==> src/rtl/mult_share_arbiter.sv <==
// rtl/mult_share_arbiter.sv - round-robin sharing of one 4x4 signed Booth multiplier
//
// booth_multiplier: combinational radix-4 Booth 4x4 signed multiply.
//    i_a, i_b [3:0]  signed operands
//    o_p     [7:0]   signed product
//
// mult_share_arbiter: grants one of NUM_REQ requesters at a time, registers its
// operands for MUL_CYCLES cycles and returns the product with the owner's ID.
//    clk, rst_n       clock, asynchronous active-low reset
//    req_valid/ready  per-requester handshake (ready is one-hot, IDLE only)
//    req_a, req_b     packed 4-bit signed operands, requester i at [4i+3:4i]
//    rsp_valid/ready  response handshake
//    rsp_id           index of the requester owning the response
//    rsp_product      8-bit signed product
//    busy             high whenever the FSM is not IDLE
//    op_count         16-bit completed-response counter, present only when
//                     MULT_ARB_STATS_EN is defined

module booth_multiplier (
   input  logic [3:0] i_a,
   input  logic [3:0] i_b,
   output logic [7:0] o_p
);
   logic [7:0] w_a_ext;
   logic [7:0] w_pp0;
   logic [7:0] w_pp1;

   // One radix-4 Booth digit (-2..+2) applied to the sign-extended multiplicand.
   function automatic logic [7:0] booth_pp(input logic [2:0] sel, input logic [7:0] a);
      logic [7:0] pp;
      case (sel)
         3'b001, 3'b010: pp = a;
         3'b011:         pp = a << 1;
         3'b100:         pp = -(a << 1);
         3'b101, 3'b110: pp = -a;
         default:        pp = 8'h00;
      endcase
      return pp;
   endfunction

   always_comb begin
      w_a_ext = {{4{i_a[3]}}, i_a};
      w_pp0   = booth_pp({i_b[1:0], 1'b0}, w_a_ext);
      w_pp1   = booth_pp(i_b[3:1], w_a_ext);
      o_p     = w_pp0 + (w_pp1 << 2);
   end
endmodule

module mult_share_arbiter #(
   parameter int NUM_REQ    = 4,
   parameter int ID_W       = 2,
   parameter int MUL_CYCLES = 2
) (
   input  logic                 clk,
   input  logic                 rst_n,
   input  logic [NUM_REQ-1:0]   req_valid,
   output logic [NUM_REQ-1:0]   req_ready,
   input  logic [4*NUM_REQ-1:0] req_a,
   input  logic [4*NUM_REQ-1:0] req_b,
   output logic                 rsp_valid,
   input  logic                 rsp_ready,
   output logic [ID_W-1:0]      rsp_id,
   output logic [7:0]           rsp_product,
   output logic                 busy
`ifdef MULT_ARB_STATS_EN
   ,output logic [15:0]         op_count
`endif
);
   localparam int              CNT_W    = (MUL_CYCLES > 1) ? $clog2(MUL_CYCLES) : 1;
   localparam logic [CNT_W-1:0] CNT_INIT = CNT_W'(MUL_CYCLES - 1);
   localparam logic [ID_W:0]   NUM_W    = (ID_W+1)'(NUM_REQ);
   localparam logic [ID_W-1:0] LAST_ID  = ID_W'(NUM_REQ - 1);

   typedef enum logic [1:0] {ST_IDLE, ST_WAIT, ST_RESP} state_t;

   state_t            r_state;
   state_t            w_state_nxt;
   logic [ID_W-1:0]   r_rr_ptr;
   logic [ID_W-1:0]   r_win;
   logic [3:0]        r_op_a;
   logic [3:0]        r_op_b;
   logic [CNT_W-1:0]  r_cnt;
   logic [ID_W-1:0]   r_rsp_id;
   logic [7:0]        r_rsp_product;

   logic              w_found;
   logic [ID_W-1:0]   w_win;
   logic              w_accept;
   logic              w_capture;
   logic [7:0]        w_product;

   // Only the registered operands reach the multiplier, so the product path
   // is a true multicycle path from r_op_a/r_op_b to r_rsp_product.
   booth_multiplier u_mul (
      .i_a (r_op_a),
      .i_b (r_op_b),
      .o_p (w_product)
   );

   // Round-robin search: first asserted request at or after r_rr_ptr, with wrap.
   always_comb begin
      logic [ID_W:0] v_idx;
      w_found = 1'b0;
      w_win   = '0;
      v_idx   = '0;
      for (int k = 0; k < NUM_REQ; k++) begin
         v_idx = {1'b0, r_rr_ptr} + (ID_W+1)'(k);
         if (v_idx >= NUM_W) begin
            v_idx = v_idx - NUM_W;
         end
         if (!w_found && req_valid[v_idx[ID_W-1:0]]) begin
            w_found = 1'b1;
            w_win   = v_idx[ID_W-1:0];
         end
      end
   end

   always_ff @(posedge clk or negedge rst_n) begin
      if (!rst_n) begin
         r_state <= ST_IDLE;
      end else begin
         r_state <= w_state_nxt;
      end
   end

   always_comb begin
      w_state_nxt = r_state;
      req_ready   = '0;
      w_accept    = 1'b0;
      w_capture   = 1'b0;
      case (r_state)
         ST_IDLE: begin
            if (w_found) begin
               req_ready   = NUM_REQ'(1) << w_win;
               w_accept    = 1'b1;
               w_state_nxt = ST_WAIT;
            end
         end
         ST_WAIT: begin
            if (r_cnt == '0) begin
               w_capture   = 1'b1;
               w_state_nxt = ST_RESP;
            end
         end
         ST_RESP: begin
            // Returning to IDLE first keeps a fresh grant out of this cycle.
            if (rsp_ready) begin
               w_state_nxt = ST_IDLE;
            end
         end
         default: w_state_nxt = ST_IDLE;
      endcase
   end

   always_ff @(posedge clk or negedge rst_n) begin
      if (!rst_n) begin
         r_rr_ptr      <= '0;
         r_win         <= '0;
         r_op_a        <= '0;
         r_op_b        <= '0;
         r_cnt         <= '0;
         r_rsp_id      <= '0;
         r_rsp_product <= '0;
      end else if (w_accept) begin
         r_op_a   <= req_a[{w_win, 2'b00} +: 4];
         r_op_b   <= req_b[{w_win, 2'b00} +: 4];
         r_win    <= w_win;
         r_cnt    <= CNT_INIT;
         r_rr_ptr <= (w_win == LAST_ID) ? '0 : w_win + 1'b1;
      end else if (w_capture) begin
         r_rsp_product <= w_product;
         r_rsp_id      <= r_win;
      end else if (r_state == ST_WAIT) begin
         r_cnt <= r_cnt - 1'b1;
      end
   end

   assign rsp_valid   = (r_state == ST_RESP);
   assign rsp_id      = r_rsp_id;
   assign rsp_product = r_rsp_product;
   assign busy        = (r_state != ST_IDLE);

`ifdef MULT_ARB_STATS_EN
   logic [15:0] r_op_count;

   always_ff @(posedge clk or negedge rst_n) begin
      if (!rst_n) begin
         r_op_count <= '0;
      end else if (rsp_valid && rsp_ready) begin
         r_op_count <= r_op_count + 16'd1;
      end
   end

   assign op_count = r_op_count;
`endif
endmodule
==> config.mk <==
export PLATFORM = sky130hd
export DESIGN_NAME = mult_share_arbiter
export DESIGN_NICKNAME = d
export VERILOG_FILES = /design/src/rtl/mult_share_arbiter.sv
export SDC_FILE = /design/constraint.sdc
export NUM_CORES = 1
export LEC_CHECK = 0
export ABC_CLOCK_PERIOD_IN_PS = 3700
export CAP_MARGIN = 10
export CELL_PAD_IN_SITES_DETAIL_PLACEMENT = 1
export CELL_PAD_IN_SITES_GLOBAL_PLACEMENT = 1
export CORE_ASPECT_RATIO = 1.2
export CORE_MARGIN = 1.5
export CORE_UTILIZATION = 36
export CTS_CLUSTER_DIAMETER = 200
export CTS_CLUSTER_SIZE = 12
export DETAILED_ROUTE_END_ITERATION = 10
export GPL_ROUTABILITY_DRIVEN = 1
export HOLD_SLACK_MARGIN = 0.08
export PLACE_DENSITY = 0.9
export SYNTH_ARGS = -nofsm -noshare
export SYNTH_HDL_FRONTEND = slang
export SYNTH_SLANG_ARGS = --single-unit
==> constraint.sdc <==
create_clock -name clk -period 3.7 [get_ports clk]
set_input_delay 1.11 -clock clk [delete_from_list [all_inputs] [get_ports clk]]
set_output_delay 1.11 -clock clk [all_outputs]
set_load 0.01 [all_outputs]
### After elaboration in Yosys (flattened, before gate mapping)

Cells that the tools add are included.

| word-level totals | value |
|---|---|
| flip-flop bits (word level) | 25 |
| bits of input ports | 39 |
| output and inout port bits | 16 |
| logic and storage cells | 98 |

| operators by class | value |
|---|---|
| add/subtract/negate cells | 12 |
| order comparisons | 8 |
| equal/unequal tests | 16 |
| shift operators | 3 |
| multiplexer cells | 36 |
| bitwise logic cells | 1 |
| reductions and logical operators | 14 |

Operators by type and width:

| kind | number |
|---|---|
| indexed part select 16 x 5 -> 4 bit | 2 |
| 2-to-1 mux 2 bit | 12 |
| case mux 6 bit (4 select lines) | 1 |
| case mux 8 bit (3 select lines) | 1 |
| negator 8 bit | 2 |
| 2-to-1 mux 1 bit | 15 |
| < comparator 2 x 3 -> 1 bit (second input constant) | 4 |
| equality test 3 bit (second input constant) | 3 |
| >= comparator 3 bit (second input constant) | 3 |
| adder 8 bit | 1 |
| binary-select mux 1 bit (select 2 bit) | 4 |
| equality test 2 bit (second input constant) | 4 |
| 2-to-1 mux 4 bit | 2 |
| subtractor 2 x 1 -> 2 bit (second input constant) | 4 |
| adder 2 x 2 -> 3 bit (second input constant) | 2 |
| equality test 3 x 2 -> 1 bit (second input constant) | 2 |
| != test 2 bit (second input constant) | 3 |
| case mux 2 bit (3 select lines) | 1 |
| equality test 2 x 1 -> 1 bit (second input constant) | 2 |
| AND reduction 2 bit | 2 |
| nonzero test 2 bit | 2 |
| OR reduction 2 bit | 2 |
| << shifter 1 x 2 -> 4 bit (first input constant) | 1 |
| adder 2 x 1 -> 3 bit (second input constant) | 1 |
| 10 further kinds | 14 |

### Logic depth before layout (Yosys ltp)

| logic depth | value |
|---|---|
| word-level depth | 18 |
| mapped depth | 13 |
| mapped depth without buffers | 12 |

### Cells and area by module

Synthesis repeated with hierarchy kept, for this count alone.

| second synthesis, totals | value |
|---|---|
| cell total of the unflattened synthesis | 226 |
| area total of the unflattened synthesis | 2118.3 µm² |

Modules (own cells, without submodules):

| module | times used | cells each | area each (µm²) | seq. area each (µm²) |
|---|---|---|---|---|
| mult_share_arbiter | 1 | 134 | 1436.4 | 625.6 |
| booth_multiplier | 1 | 92 | 681.9 | 0.0 |

### Least setup slack after synthesis

Ideal clock, no wire load.

| timing | value |
|---|---|
| path kind | input-to-output |
| from | in req_valid[1] |
| to | out req_ready[3] |
| arrival time | 2295 ps |
| data required time | 2590 ps |
| slack | 295 ps |
| cell stages on the path | 7 |
| path buffers | 2 |
| cells stage by stage | mux2_4 -> o221ai_2 -> buf_6 -> buf_12 -> inv_1 -> ha_1 -> and2_1 |

| between the ends | value |
|---|---|
| cells in the longest elaborated chain, start to end | 15 |
| elaborated cells between the ends (all ways) | 25 |
| those cells by class | shift (1); mux (18); reduce/logical (6) |

RTL lines:

| item | line | source |
|---|---|---|
| from (decl) | 56 | `input logic [NUM_REQ-1:0] req_valid,` |
| binary-select mux 1 bit (select 2 bit) | 111 | `if (!w_found && req_valid[v_idx[ID_W-1:0]]) begin` |
| 2-to-1 mux 1 bit (not written as such) | 111 |  |
| 2-to-1 mux 1 bit | 111 |  |
| logical NOT 1 bit | 111 |  |
| logical AND 1 bit | 111 |  |
| 2-to-1 mux 1 bit | 111 |  |
| logical NOT 1 bit | 111 |  |
| logical AND 1 bit | 111 |  |
| 2-to-1 mux 1 bit | 111 |  |
| logical NOT 1 bit | 111 |  |
| logical AND 1 bit | 111 |  |
| 2-to-1 mux 2 bit * | 111 |  |
| via w_win[0] | 87 | `logic [ID_W-1:0] w_win;` |
| << shifter 1 x 2 -> 4 bit * | 134 | `req_ready = NUM_REQ'(1) << w_win;` |
| 2-to-1 mux 4 bit * | 133 | `if (w_found) begin` |
| 2-to-1 mux 4 bit * | 131 | `case (r_state)` |
| to (decl) | 57 | `output logic [NUM_REQ-1:0] req_ready,` |

The timed path passes the listed nets; every way through them passes the cells marked *. The select of a mux whose other input is x is not followed.

### Worst setup path after layout

| timing | value |
|---|---|
| from | in req_valid[0] |
| to | out req_ready[3] |

Same word-level chain as after synthesis.

==> results.json <==
{
  "endpoint": "req_ready[3]",
  "critPathRequiredTime_ps": 2590,
  "dieWidth_um": 71.08,
  "crit_path_start_kind": "primary input",
  "p_switching_mw": 1.141,
  "cts_inserted_buffers": 3,
  "avgSynthCellArea_um2": 8.819,
  "tightest_slew_ps": 666.5,
  "fmax_mhz": 279.1,
  "root_buffer": "clkbuf_8",
  "core_area_um2": 5334,
  "final_util": 0.5069,
  "cellLeakagePower_nw": 1.266,
  "grt_pass1_wl_um": 9466,
  "crit_buf_inv": 3,
  "area_growth_pct": 35.06,
  "reg2reg_depth": 11,
  "hp-class": "reg -> reg",
  "post_dp_cell_area_um2": 2644,
  "layout_setup_ws_ps": 117.0,
  "synthCells": 227,
  "die_area_um2": 6019,
  "setup_viol": 0,
  "worstSkewPairLatency_ps": 280,
  "worst_path_dominant_cell_family": "simple AND/OR/NAND/NOR gates",
  "drt_iter0_markers": 48,
  "internal-power_mw": 1.323,
  "synth_ff_type": "dfrtp_1",
  "path_cells": "buf_2 > or3b_4 > o221ai_4 > inv_2 > ha_1 > and2_1 > dlygate4sd2_1",
  "synth_top_area_cell": "dfrtp_1",
  "max_cap_violations": 0,
  "dp_hpwl_um": 4325,
  "portBuffers": 54,
  "multiInputGateArea_um2": 1285,
  "grt.total_usage": 0.1921,
  "grt_pass1_vias": 2072,
  "seq_area_um2": 625.6,
  "ant_nets": 0,
  "ir_drop_uv": 423.1,
  "die_h_um": 84.69,
  "fp-row-count": 29,
  "final-hold-violation-count": 0,
  "fin_area_um2": 2704,
  "r2r-end": "rsp_product[7]",
  "crit_slowest_cell": "or3b_4",
  "cts_hold_buffers": 0,
  "drc": 0,
  "rr_startpoint": "r_op_a[0]",
  "syn_nets": 278,
  "power.density_nw_per_um2": 911.3,
  "antenna_found_initial": 0,
  "slew_viol_final": 0,
  "p_clk_frac": 0.073,
  "fin_crit_sh": 0.9684,
  "dp_cells": 345,
  "fin_cells": 349,
  "syn-cell-area_um2": 2002,
  "status": "complete, no violations",
  "cts_max_level": 1,
  "drt_first_pass_iters": 4,
  "finClkSkew_ps": 4.198,
  "ys_warn_count": 0,
  "netlist.area_leader.share": 0.3125,
  "tns_ps": 0,
  "wl_per_cell_um": 15.59,
  "place_ws_ps": -524.5,
  "io-pin-count": 55,
  "cp-end-kind": "output pin",
  "relSlewSlack": 0.5557,
  "cts_tree": "done",
  "max_stage_delay_ps": 410,
  "postSynth.asyncResetShare": 1.000,
  "start_util": 0.3753,
  "reg2reg_slack_ps": 240,
  "cts_sinks": 25,
  "sw_frac_of_total": 0.4631,
  "path_depth": 7,
  "seqPwrFrac": 0.235,
  "hold_slack_ps": 477.1,
  "finalWeightedCongestion": 0.8591,
  "finalCriticalPeriod_ps": 3583,
  "yosys-top-cells-area": "dfrtp_1 31%, nand2_1 8.1%, ha_1 6.9%, mux2i_1 6.5%, o21ai_0 5.5%",
  "final_net_count": 339,
  "ys_seq_area_frac": 0.3125,
  "ys_seq_elements": 25,
  "total_power_mw": 2.464,
  "crit_type": "in -> out",
  "clockBufferDepth": 2,
  "critPathLaunch": "req_valid[0]",
  "synthDistinctLibCells": 51,
  "post_drt_via_cell_ratio": 5.430,
  "rsz0062_at_grt": "false",
  "grt-ovfl-total": 0,
  "crit_fanout": 5,
  "drive_gt1_frac": 0.1638,
  "grt_max_degree": 26,
  "clkTransAtPathRegs_ps": 100,
  "final.fill_count": 622,
  "drt-total-wl_um": 5441,
  "combPwrFrac": 0.692,
  "n_antenna_cell": 0,
  "synth_edf_count": 0,
  "crit_arrival_ps": 2470,
  "via_count": 1895
}
cell usage after synthesis (2+ instances only):
cell type,number
xor2_1,3
o221a_2,3
buf_2,3
clkbuf_1,5
ha_1,11
o221ai_1,5
inv_1,10
nand2b_1,7
nor3_1,2
dfrtp_1,25
or2_2,3
and3_1,2
mux2i_1,13
nand2_1,43
a211oi_1,2
mux2_4,5
o311ai_0,2
a21oi_1,8
nor2_1,11
buf_6,2
and2_1,5
nand3_1,5
o21ai_0,22
a21o_1,3
cells in the final DEF (no fill, tap or decap), drive strengths merged, types with 3 or more instances in the layout:
cell           count
ha                11
a21o               3
nor2              12
nor3               3
nand3              5
nand2             43
o221a              3
and2               5
mux2i             13
inv               11
o21ai             22
nand2b             7
o221ai             6
clkbuf             4
dfrtp             25
dlygate4sd2        6
a21oi              8
clkdlybuf4s50     46
buf               15
mux2               6
or2                3
xor2               3
logic make-up (layout without fill, tap and decap cells):
| logic type | Yosys count | after routing | share of synthesized area |
|---|---|---|---|
| DFF | 25 | 25 | 0.3125 |
| xor gates and xnor gates | 5 | 5 | 0.02875 |
| AOI/OAI and AO/OA | 59 | 59 | 0.2094 |
| adders and majority gates | 12 | 12 | 0.07875 |
| buffers and inverters | 22 | 82 | 0.05937 |
| muxes | 19 | 19 | 0.1081 |
| and+or+nand+nor | 85 | 85 | 0.2031 |
registers in the layout, indices dropped and copies added (netlist names):
signal,count
r_rr_ptr,2
r_op_b,4
r_state,2
r_win,2
rsp_id,2
r_cnt,1
rsp_product,8
r_op_a,4
layout make-up:
type | count | area share
Tap cell | 62 | 0.02869
Multi-Input combinational cell | 180 | 0.4752
Timing Repair Buffer | 68 | 0.2323
Sequential cell | 25 | 0.2314
Clock inverter | 1 | 0.003239
Inverter | 10 | 0.01388
Clock buffer | 3 | 0.01527
worst min-delay path: cells and delay by family, from the launching register on:
family        cells  cell delay [ps]
flops             1              360
simple gates      2              100
power by group through the flow:
stage | registers [mW] | clock network [mW] | logic [mW]
floorplan | 0.524 | 0 | 1.22
CTS | 0.578 | 0.182 | 1.73
detailed placement | 0.578 | 0 | 1.71
global route | 0.605 | 0.192 | 1.91
finish | 0.579 | 0.180 | 1.71
global placement | 0.569 | 0 | 1.64
layer usage:
metal	vias to the layer above	wire length (um)	global-route usage
met5	-	0	0
met4	0	69	0.05489
met3	7	160	0.02761
met2	42	3017	0.3602
met1	921	2193	0.2234
li1	925	-	-
timing repair:
item | CTS | global route
resized for setup | 19 | 3
buffers inserted | 0 | 0
endpoints found under the hold margin | 0 | 0
pin swaps | 2 | 1
setup endpoints to repair | 4 | 4
worst min-delay path by stage:
stage / startpoint / to / cells after the start
floorplan: r_win[0] / rsp_id[0] / 2
global placement: r_win[1] / rsp_id[1] / 2
detailed placement: r_win[1] / rsp_id[1] / 2
CTS: r_win[1] / rsp_id[1] / 2
global route: rsp_product[3] / rsp_product[3] / 2
finish: r_win[1] / rsp_id[1] / 2
Power figures use the tool's default switching activity.
